<file path="src/rtl/disp_mode_ctrl.sv">
// View/edit sequencer for the six-digit clock display: browses views, runs the
// field-edit sequence, blinks the edited field and forces the time view on alarm.
module disp_mode_ctrl #(
  parameter int unsigned TIMEOUT_S  = 10,
  parameter int unsigned NUM_FIELDS = 3
) (
  input  logic       clk,
  input  logic       rst,
  input  logic       tick_1hz,
  input  logic       tick_2hz,
  input  logic       btn_mode,
  input  logic       btn_set,
  input  logic       alarm_ring,
  output logic [1:0] select,
  output logic       edit_en,
  output logic [1:0] edit_field,
  output logic       inc_pulse,
  output logic       sw_toggle,
  output logic [5:0] blink_mask
);

  localparam int unsigned CNT_W = 6;
  localparam int unsigned FLD_W = 2;

  localparam logic [1:0] ST_VIEW  = 2'd0;
  localparam logic [1:0] ST_EDIT  = 2'd1;
  localparam logic [1:0] ST_ALARM = 2'd2;

  localparam logic [CNT_W-1:0] CNT_LAST  = CNT_W'(TIMEOUT_S - 1);
  localparam logic [CNT_W-1:0] CNT_MAX   = {CNT_W{1'b1}};
  localparam logic [FLD_W-1:0] FLD_LAST  = FLD_W'(NUM_FIELDS - 1);
  localparam logic [1:0]       SEL_STOPW = 2'd2;

  logic [1:0]       state, state_n;
  logic [1:0]       select_n;
  logic             edit_en_n;
  logic [FLD_W-1:0] field_n;
  logic             inc_n, sw_n;
  logic [5:0]       mask_n;
  logic [CNT_W-1:0] cnt, cnt_n;
  logic             phase, phase_n;

  // State and registered outputs
  always_ff @(posedge clk or posedge rst) begin
    if (rst) begin
      state      <= ST_VIEW;
      select     <= 2'd0;
      edit_en    <= 1'b0;
      edit_field <= '0;
      inc_pulse  <= 1'b0;
      sw_toggle  <= 1'b0;
      blink_mask <= '0;
      cnt        <= '0;
      phase      <= 1'b0;
    end else begin
      state      <= state_n;
      select     <= select_n;
      edit_en    <= edit_en_n;
      edit_field <= field_n;
      inc_pulse  <= inc_n;
      sw_toggle  <= sw_n;
      blink_mask <= mask_n;
      cnt        <= cnt_n;
      phase      <= phase_n;
    end
  end

  // Next state; priority alarm > set > mode > timeout
  always_comb begin
    state_n   = state;
    select_n  = select;
    edit_en_n = edit_en;
    field_n   = edit_field;
    inc_n     = 1'b0;
    sw_n      = 1'b0;
    cnt_n     = cnt;
    phase_n   = phase;

    if (alarm_ring) begin
      state_n   = ST_ALARM;
      select_n  = 2'd0;
      edit_en_n = 1'b0;
      field_n   = '0;
      cnt_n     = '0;
      phase_n   = 1'b0;
    end else begin
      case (state)
        ST_VIEW: begin
          if (btn_set) begin
            cnt_n = '0;
            if (select == SEL_STOPW) begin
              sw_n = 1'b1;
            end else begin
              state_n   = ST_EDIT;
              edit_en_n = 1'b1;
              field_n   = '0;
              phase_n   = 1'b0;
            end
          end else if (btn_mode) begin
            select_n = select + 2'd1;
            cnt_n    = '0;
          end else if (tick_1hz && select[0]) begin
            // Only the alarm and date views fall back to time
            if (cnt == CNT_LAST) begin
              select_n = 2'd0;
              cnt_n    = '0;
            end else if (cnt != CNT_MAX) begin
              cnt_n = cnt + CNT_W'(1);
            end
          end
        end

        ST_EDIT: begin
          if (tick_2hz) phase_n = ~phase;
          if (btn_set) begin
            cnt_n = '0;
            if (edit_field == FLD_LAST) begin
              state_n   = ST_VIEW;
              edit_en_n = 1'b0;
              field_n   = '0;
              phase_n   = 1'b0;
            end else begin
              field_n = edit_field + FLD_W'(1);
            end
          end else if (btn_mode) begin
            inc_n = 1'b1;
            cnt_n = '0;
          end else if (tick_1hz) begin
            if (cnt == CNT_LAST) begin
              state_n   = ST_VIEW;
              select_n  = 2'd0;
              edit_en_n = 1'b0;
              field_n   = '0;
              cnt_n     = '0;
              phase_n   = 1'b0;
            end else if (cnt != CNT_MAX) begin
              cnt_n = cnt + CNT_W'(1);
            end
          end
        end

        default: begin
          state_n   = ST_VIEW;
          select_n  = 2'd0;
          edit_en_n = 1'b0;
          field_n   = '0;
          cnt_n     = '0;
          phase_n   = 1'b0;
        end
      endcase
    end

    mask_n = '0;
    if (state_n == ST_EDIT) begin
      mask_n = 6'({2{phase_n}}) << {field_n, 1'b0};
    end
  end

endmodule

</file>
<file path="config.mk">
export PLATFORM = sky130hd
export DESIGN_NAME = disp_mode_ctrl
export DESIGN_NICKNAME = d
export VERILOG_FILES = /design/src/rtl/disp_mode_ctrl.sv
export SDC_FILE = /design/constraint.sdc
export NUM_CORES = 1
export LEC_CHECK = 0
export ABC_AREA = 1
export CELL_PAD_IN_SITES_DETAIL_PLACEMENT = 1
export CELL_PAD_IN_SITES_GLOBAL_PLACEMENT = 1
export CORE_UTILIZATION = 41
export DETAILED_ROUTE_END_ITERATION = 10
export DONT_BUFFER_PORTS = 1
export GPL_TIMING_DRIVEN = 0
export PLACE_DENSITY_LB_ADDON = 0.12
export SYNTH_ARGS = -nofsm -noshare
export SYNTH_HDL_FRONTEND = slang
export SYNTH_SLANG_ARGS = --single-unit
export TNS_END_PERCENT = 20
</file>
<file path="constraint.sdc">
create_clock -name clk -period 1.49 [get_ports clk]
set_input_delay 0 -clock clk [delete_from_list [all_inputs] [get_ports clk]]
set_output_delay 0 -clock clk [all_outputs]
set_load 0.02 [all_outputs]
</file>
### Yosys cells after proc, flatten, opt, wreduce, memory -nomap -nowiden

Index checks and enable logic that the tools add are counted.

* register bits after elaboration: 22
* bits of input ports: 7
* word-level logic and storage cells: 103

* shift operators: 1
* equal/unequal tests: 19
* reduce and logical (&&, ||, !) cells: 5
* bitwise logic cells: 1
* multiplexer cells: 65
* add/sub/neg operators: 3

Operator list (count)
* $mux 6: 10
* $mux 2: 24
* $mux 1: 25
* $ne 4x4->1 const B: 5
* $ne 3x3->1 const B: 6
* $pmux 2 s2: 3
* $pmux 6 s2: 1
* $ne 5x5->1 const B: 2
* $add 6x1->6 const B: 1
* $eq 6x4->1 const B: 1
* $ne 6x6->1 const B: 1
* $reduce_and 6->1: 1
* $shl 2x3->6: 1
* $reduce_and 5->1: 1
* $add 2x1->2 const B: 2
* $eq 2x1->1 const B: 2
* $eq 2x2->1 const B: 2
* $pmux 1 s2: 2
* $logic_not 2->1: 1
* $reduce_and 2->1: 1
* $logic_and 1x1->1: 1
* $not 1->1: 1

### Longest topological paths before layout

Gate-level depths: netlist of the first run.

* word-level depth: 10
* mapped depth: 11
* gate-level depth less buffers: 11

### Least setup slack after synthesis of the first run

Ideal clock, no wire load.

* kind: register to register
* start point: register select[0]
* end point: register blink_mask[3]
* data required time: 1.368 ns
* setup slack: 0.069 ns
* path buffers: 0
* stages on the path, launching flop included: 9
* library setup time: 0.122 ns
* data arrival time: 1.299 ns
* cell sequence: dfrtp_1 inv_1 ha_1 o21ai_1 nor2_1 a21oi_2 inv_1 nand3_1 nor2_1

* cells in the longest elaborated chain, start to end: 7

Ends and longest elaborated chain
* from (decl): line 14 `output logic [1:0] select,`
* from (signal assigned): line 57 `select <= select_n;`
* $eq 2x2->1 *: line 91 `if (select == SEL_STOPW) begin`
* $mux 1 or $mux 2 (tied branches): line 91
* $mux 1 or $mux 2 (tied branches): line 89 `if (btn_set) begin`
* $pmux 1 s2 or $pmux 2 s2 (tied branches): line 87 `case (state)`
* $mux 1 or $mux 2 (tied branches): line 79 `if (alarm_ring) begin`
* $shl 2x3->6 or $eq 2x1->1 (tied branches): line 155, 154
* $mux 6 *: line 154 `if (state_n == ST_EDIT) begin`
* to (signal assigned): line 62 `blink_mask <= mask_n;`
* to (decl): line 19 `output logic [5:0] blink_mask`

Every way passes the cells marked *; elsewhere a longest branch is shown, timed or not.
A chain may end at the register's enable or synchronous reset.

### Final worst setup path of the first run

* start point: register cnt[1]
* end point: register blink_mask[3]

* cells in the longest elaborated chain, start to end: 9

Ends and longest elaborated chain
* from (decl): line 40 `logic [CNT_W-1:0] cnt, cnt_n;`
* from (signal assigned): line 63 `cnt <= cnt_n;`
* $eq 6x4->1 *: line 129 `if (cnt == CNT_LAST) begin`
* $mux 1 or $mux 2 (tied branches): line 129
* $mux 1 or $mux 2 (tied branches): line 128 `end else if (tick_1hz) begin`
* $mux 1 or $mux 2 (tied branches): line 125 `end else if (btn_mode) begin`
* $mux 1 or $mux 2 (tied branches): line 115 `if (btn_set) begin`
* $pmux 1 s2 or $pmux 2 s2 (tied branches): line 87
* $mux 1 or $mux 2 (tied branches): line 79
* $shl 2x3->6 or $eq 2x1->1 (tied branches): line 155, 154
* $mux 6 *: line 154

Marked as above.

==> results of run 1 <==
## cells in the mapped netlist, types with 2 or more instances
cell type and number:
nand4_1 3, nand2_1 33, o21ai_0 4, dfrtp_1 19, nor2_1 24, o21ai_1 3, ha_1 3, nand3_1 15
nand2_2 3, a21oi_1 9, a21oi_2 2, inv_1 21, buf_6 2, nor3_1 2, buf_4 3, nor2_4 3
## worst min-delay path, stage by stage
cell	delay [ps]
nand2_1	40
o21ai_1	60
nand4_1	100
o21ai_0	80
## layer usage
metal | wire length, um | up-vias | GRT usage
met4 | 46 | 0 | 0.0857
met3 | 79 | 5 | 0.0375
met5 | 0 | - | 0
met2 | 1440 | 15 | 0.360
met1 | 1310 | 500 | 0.250
li1 | - | 531 | -
## worst min path at each step
stage                     startpoint             to  cells past startpoint
after floorplan                  rst  blink_mask[1]                      1
after global placement           rst         cnt[0]                      1
after detailed placement         rst         cnt[0]                      1
after CTS                    btn_set  edit_field[1]                      5
after global routing        tick_1hz        edit_en                      4
final                       tick_1hz        edit_en                      4
## power by group
part           internal (W)  leakage (nW)  switching (W)  total (W)
registers          0.000526         0.256      0.0000181   0.000544
logic             0.0000531         0.423      0.0000844   0.000137
clock network      0.000103        0.0139       0.000180   0.000282
total              0.000681         0.693       0.000282   0.000964
## layout make-up
cell class | instances | area, um^2
Tap cell | 31 | 38.8
Clock inverter | 1 | 7.51
Buffer | 6 | 48.8
Inverter | 22 | 82.6
Timing Repair Buffer | 13 | 110
Fill cell | 340 | 1290
Clock buffer | 3 | 22.5
Sequential cell | 19 | 479
Multi-Input combinational cell | 111 | 656
## metrics by stage
stage          area, um^2  std cells  TNS, ps
3_3_place_gp         1210        189     -442
4_1_cts              1390        203     -195
5_1_grt              1450        206     -649
2_1_floorplan        1180        158        0
3_5_place_dp         1210        189     -596
6_report             1450        206    -24.6
## placed cells by master (no fill, tap or decap), types with 3 or more instances in the layout
cell and instances:
a21oi_1 9, buf_4 11, clkbuf_4 3, dfrtp_1 16, dfrtp_2 3, dlygate4sd3_1 5, inv_1 20, nand2_1 30
nand2_2 4, nand3_1 12, nand3_2 4, nand4_1 3, nor2_1 18, nor2_2 5, nor2_4 5, o21ai_0 3
o21ai_1 3
## cell families (layout without fill, tap and decap cells)
family                     count (synthesis)  after routing
AOI/OAI and AO/OA                         20             20
xor gates and xnor gates                   2              2
adders and majority gates                  3              3
buffers and inverters                     28             45
DFF                                       19             19
and+or+nand+nor                           86             86
## state kept, by name, indices dropped and copies added (netlist names)
| register | cells |
|---|---|
| cnt | 6 |
| blink_mask | 3 |
| edit_field | 2 |
| select | 2 |
| state | 2 |
| edit_en | 1 |
| inc_pulse | 1 |
| phase | 1 |
| sw_toggle | 1 |
## timing repair
| item | in CTS | in global routing |
|---|---|---|
| gates resized for setup | 17 | 9 |
| hold endpoints to repair | 36 | 0 |
| pin swaps | 6 | 7 |
| setup endpoints to repair | 10 | 11 |
| hold buffers | 5 | 0 |
| buffers inserted | 5 | 3 |
==> metrics.csv, run 1 <==
metric;value;unit
status;finished, violations left;
violations;negative hold slack, negative setup slack;
ys_async_sr_fraction;1.00;
synth_top_area_frac;0.404;
crit_path_max_fanout;3;
ys_seq_elements;19;
place_ws;-141;ps
yosysTopAreaCell;dfrtp_1;
dp_hpwl;2090;um
cts_tree;done;
drtAntennaViolNets;0;
cp-start-kind;flop;
relSlewSlack;0.486;
clockRootBuffer;clkbuf_4;
p_leak;0.693;nW
vdd_ir_drop_max;554;uV
synth_xor_area_frac;0.0149;
drt-initial-drc-count;24;
fin_crit;1510;ps
syn_area_per_cell;7.44;um^2
numCtsBuffers;3;
slowest_delay;410;ps
synth_mux_area_frac;0;
yosysWarnings;0;
hold_path.class;input port to flop;
start_util;0.430;
r2r_slack;-20;ps
grt_max_degree;20;
yosys.area_share.simple;0.335;
endpoint_kind;flop;
crit_cells;9;
rr_startpoint;cnt[1];
cp.buffers_inverters;2;
via_per_inst;5.10;
drv_cap;0;
power_density;667;nW/um^2
synth_area_leaders;dfrtp_1 40%, nand2_1 11%, nor2_1 7.7%, inv_1 6.7%, nand3_1 6.4%;
grt_overflow;0;
critical_path_class;flop to flop;
rows;19;
yosys.area_share.adder;0.0319;
worstRegToRegCells;9;
cp_data_required_time;1700;ps
fin_nets;186;
period_share;1.02;
synthesis.area;1180;um^2
wl;2880;um
synth_compound_area_frac;0.102;
cp_data_arrival_time;1720;ps
holdWs;-3.20;ps
clockBufferDepth;2;
hold_violations;1;
die_area;3090;um^2
tightest_slew;770;ps
clock_latency;310;ps
synth_ff_type;dfrtp_1;
grt_use_total;0.207;
syn2layout_area_growth;22.9;%
h-tree-depth;1;
io_pins;20;
clock_skew;5.01;ps
cp_slowest_cell;dfrtp_1;
fp.dieH;55.6;um
antenna_found_initial;0;
dr.pass1.iters;4;
coreArea;2730;um^2
gp_congestion;0.773;
clock_sinks;19;
die_w;55.6;um
maxSlewViolCount;0;
vias;1051;
grt_pass1_vias;1120;
reg2reg_to;blink_mask[3];
drcViolationCount;0;
rsz0062_at_grt;yes;
synth_nets;168;
clkTransAtPathRegs;120;ps
postLayoutCoreUtil;0.529;
critPathCapture;blink_mask[3];
antenna_cells;0;
synth_top_family_by_area;simple AND/OR/NAND/NOR gates;
synth_edf_count;0;
syn_inst;158;
drive_gt1_frac;0.274;
fmax;660;MHz
finalPower;0.000964;W
seq_area_frac_synth;0.404;
setup_slack;-24.6;ps
critPathLaunch;cnt[1];
setup_viol;1;
grt_pass1_wl;5030;um
crit_chain;inv_2 -> ha_4 -> nand2_4 -> nor2_4 -> nand4_1 -> a21oi_2 -> inv_1 -> nand3_1 -> nor2_1;
avgRoutedWirePerCell;14.0;um
yosysUniqueCellTypes;25;
crit_family;simple AND/OR/NAND/NOR gates;
port_buffers;0;
(Power assumes the default switching activity.)
==> run 2: changes to the inputs <==
ABC_AREA = not set   (was 1)
==> run 2 against run 1 <==
Compared with the run above: the flow still finishes with violations (negative hold slack, negative setup slack); clock skew increased by 3.7 ps; clock power decreased by 6%; area after synthesis decreased by 10%; via count decreased by 7.3%; wire length increased by 9.5%; cell area decreased by 7.5%; critical path type unchanged; critical endpoint is now blink_mask[1]; largest cell class unchanged.
==> metrics.csv, run 2 <==
metric;value;unit;change
dr.pass1.iters;4;;unchanged
synth_top_area_frac;0.450;;+0.0454
hold_violations;1;;unchanged
die_area;2790;um^2;-9.8%
reg2reg_to;blink_mask[1];;
synth_area_leaders;dfrtp_1 45%, a21oi_1 5.7%, nor3_1 4.7%, ha_1 3.6%, nor2_1 3.2%;;
vdd_ir_drop_max;566;uV;+2.1%
multi_input_area;607;um^2;-7.4%
syn2layout_area_growth;26.4;%;
drcViolationCount;0;;unchanged
coreArea;2450;um^2;-10%
setup_viol;10;;+9
syn_inst;115;;-27%
maxSlewViolCount;0;;unchanged
die_w;52.8;um;-5.0%
hp-start;tick_1hz;;
rows;18;;-1
rr_startpoint;cnt[1];;
clkTransAtPathRegs;110;ps;about the same
start_util;0.431;;+0.000477
fmax;601;MHz;-9.0%
yosysWarnings;0;;unchanged
setup_slack;-174;ps;-149 ps
cts_tree;done;;
fp.dieH;52.8;um;-5.0%
wl;3150;um;+9.5%
fin_nets;144;;-23%
worstRegToRegCells;6;;-3
top_register;cnt;;
antenna_cells;0;;unchanged
grt_overflow;0;;unchanged
post_dp_cell_area;1100;um^2;-9.3%
synthTopCellsByCount;19 x dfrtp_1, 12 x a21oi_1, 10 x nor3_1, 9 x nor2_1, 7 x inv_1;;
final-seq-area;478;um^2;-0.26%
drive_gt1_frac;0.293;;+0.0189
crit_path_max_fanout;4;;+1
yosysUniqueCellTypes;37;;+48%
largest_reg_flops;6;;unchanged
yosysTopAreaCell;dfrtp_1;;
synth_top_family_by_area;simple AND/OR/NAND/NOR gates;;
seq_area_frac_synth;0.450;;+0.0454
violations;negative hold slack, negative setup slack;;
numCtsBuffers;3;;unchanged
status;finished, violations left;;
via_per_inst;5.98;;+17%
drt-initial-drc-count;3;;-88%
fin_setup_tns;-969;ps;-945 ps
design_area;1340;um^2;-7.5%
cp_data_required_time;1710;ps;about the same
yosys.area_share.simple;0.265;;-0.0700
drtAntennaViolNets;0;;unchanged
relSlewSlack;0.506;;+0.0201
clock_latency;300;ps;about the same
place_ws;-357;ps;-216 ps
synthesis.area;1060;um^2;-10%
synth_mux_area_frac;0;;unchanged
clockBufferDepth;2;;unchanged
tightest_slew;740;ps;-30.1 ps
port_buffers;0;;unchanged
synth_ff_type;dfrtp_1;;
synth_compound_area_frac;0.180;;+0.0778
postLayoutCoreUtil;0.544;;+0.0157
rsz0062_at_grt;yes;;
final_cell_mix;17 x dfrtp_1, 11 x buf_4, 9 x nor2_1, 9 x a21oi_1, 8 x nor3_1;;
final_common_cell;dfrtp_1;;
grt_pass1_wl;5190;um;+3.1%
clockRootBuffer;clkbuf_4;;
grt_pass1_vias;1059;;-5.4%
synth_xor_area_frac;0.00828;;-0.00661
clock_sinks;19;;unchanged
post-synth-top-count-cell;dfrtp_1;;
synth_edf_count;0;;unchanged
period_share;1.12;;+0.0999
vias;974;;-7.3%
ys_seq_elements;19;;unchanged
avgRoutedWirePerCell;19.3;um;+38%
r2r_slack;-170;ps;-150 ps
holdWs;-8.89;ps;-5.69 ps
grt_max_degree;20;;unchanged
reg.largest.list;cnt x6, blink_mask x3;;
synth_nets;125;;-26%
yosys.area_share.adder;0.0355;;+0.00359
cp_data_arrival_time;1880;ps;+160 ps
hold_depth;3;;-1
p_leak;0.523;nW;-25%
ys_async_sr_fraction;1.00;;unchanged
critical_path_class;flop to flop;;
fillers;290;;-15%
antenna_found_initial;0;;unchanged
fin_crit;1660;ps;+149 ps
power_density;672;nW/um^2;+0.72%
drv_cap;0;;unchanged
gp_congestion;0.744;;-3.8%
hold_end;edit_field[0];;
grt_use_total;0.263;;+0.0561
endpoint_kind;flop;;
syn_area_per_cell;9.19;um^2;+24%
h-tree-depth;1;;unchanged
clock_skew;8.73;ps;+3.71 ps
dp_hpwl;1990;um;-5.1%
cp-start-kind;flop;;
io_pins;20;;unchanged
hold_path.class;input port to flop;;
-- run 2: changes by cell type after synthesis, sizes merged, moves of 3 or more --
| cell | change |
|---|---|
| nor2 | -19 |
| nand3b | +3 |
| nand3 | -11 |
| a211oi | +3 |
| inv | -15 |
| o21ai | -4 |
| o31ai | +3 |
| nor3 | +8 |
| nand2 | -31 |
| nand2b | +3 |
-- run 2: metrics by stage --
step	hold slack, ps	cells	total power (W)
after detailed placement	58.6	145	0.000613
final	-8.89	163	0.000897
after floorplan	-48.9	115	0.000594
after global routing	7.59	163	0.000942
after CTS	3.26	162	0.000900
after global placement	59.0	145	0.000609
-- run 2: worst max-delay path: stages, from the launching register on --
cell and delay (ps):
dfrtp_1 430, inv_1 80, ha_2 180, nor3b_4 260, nand3_4 130, a211o_1 310
nor3_1 190
-- run 2: how the worst max path moves through the flow --
stage / startpoint / cells past startpoint / slack (ps) / endpoint
final: cnt[1] / 6 / -170 / blink_mask[1]
after detailed placement: cnt[1] / 6 / -360 / blink_mask[4]
after global routing: cnt[1] / 6 / -240 / blink_mask[1]
after global placement: cnt[1] / 6 / -310 / blink_mask[4]
after floorplan: cnt[1] / 5 / -60 / cnt[5]
after CTS: cnt[1] / 7 / -100 / blink_mask[1]
-- run 2: what timing repair did --
action	in CTS	in global routing
hold endpoints to repair	25	1
pin swaps	8	3
gates resized for setup	15	6
buffers inserted	9	0
hold buffers	4	1
endpoints found under the setup margin	12	14
-- run 2: layout make-up --
type	count	area share
Timing Repair Buffer	14	0.0908
Sequential cell	19	0.358
Tap cell	30	0.0281
Multi-Input combinational cell	82	0.454
Inverter	7	0.0197
Clock buffer	4	0.0197
Buffer	7	0.0300
-- run 2: power by group --
group	switching, W	internal [W]
sequential	0.0000133	0.000523
combinational	0.0000610	0.0000352
clock	0.000161	0.000104
-- run 2: kinds of logic (layout without fill, tap and decap cells) --
| group | Yosys count | count (layout) |
|---|---|---|
| XOR/XNOR | 1 | 1 |
| adder cells (fa/ha/maj) | 3 | 3 |
| buffers and inverters | 14 | 32 |
| AND/OR/NAND/NOR | 49 | 49 |
| flip-flops | 19 | 19 |
| AO/OA/AOI/OAI | 29 | 29 |
-- run 2: routing by layer --
metal / GRT usage / vias up / wire, um / share of wire
met5: 0 / - / 0 / 0
met4: 0.0877 / 0 / 59 / 0.019
met3: 0.0522 / 6 / 93 / 0.030
met2: 0.464 / 25 / 1670 / 0.53
met1: 0.314 / 487 / 1330 / 0.42
li1: - / 456 / - / -
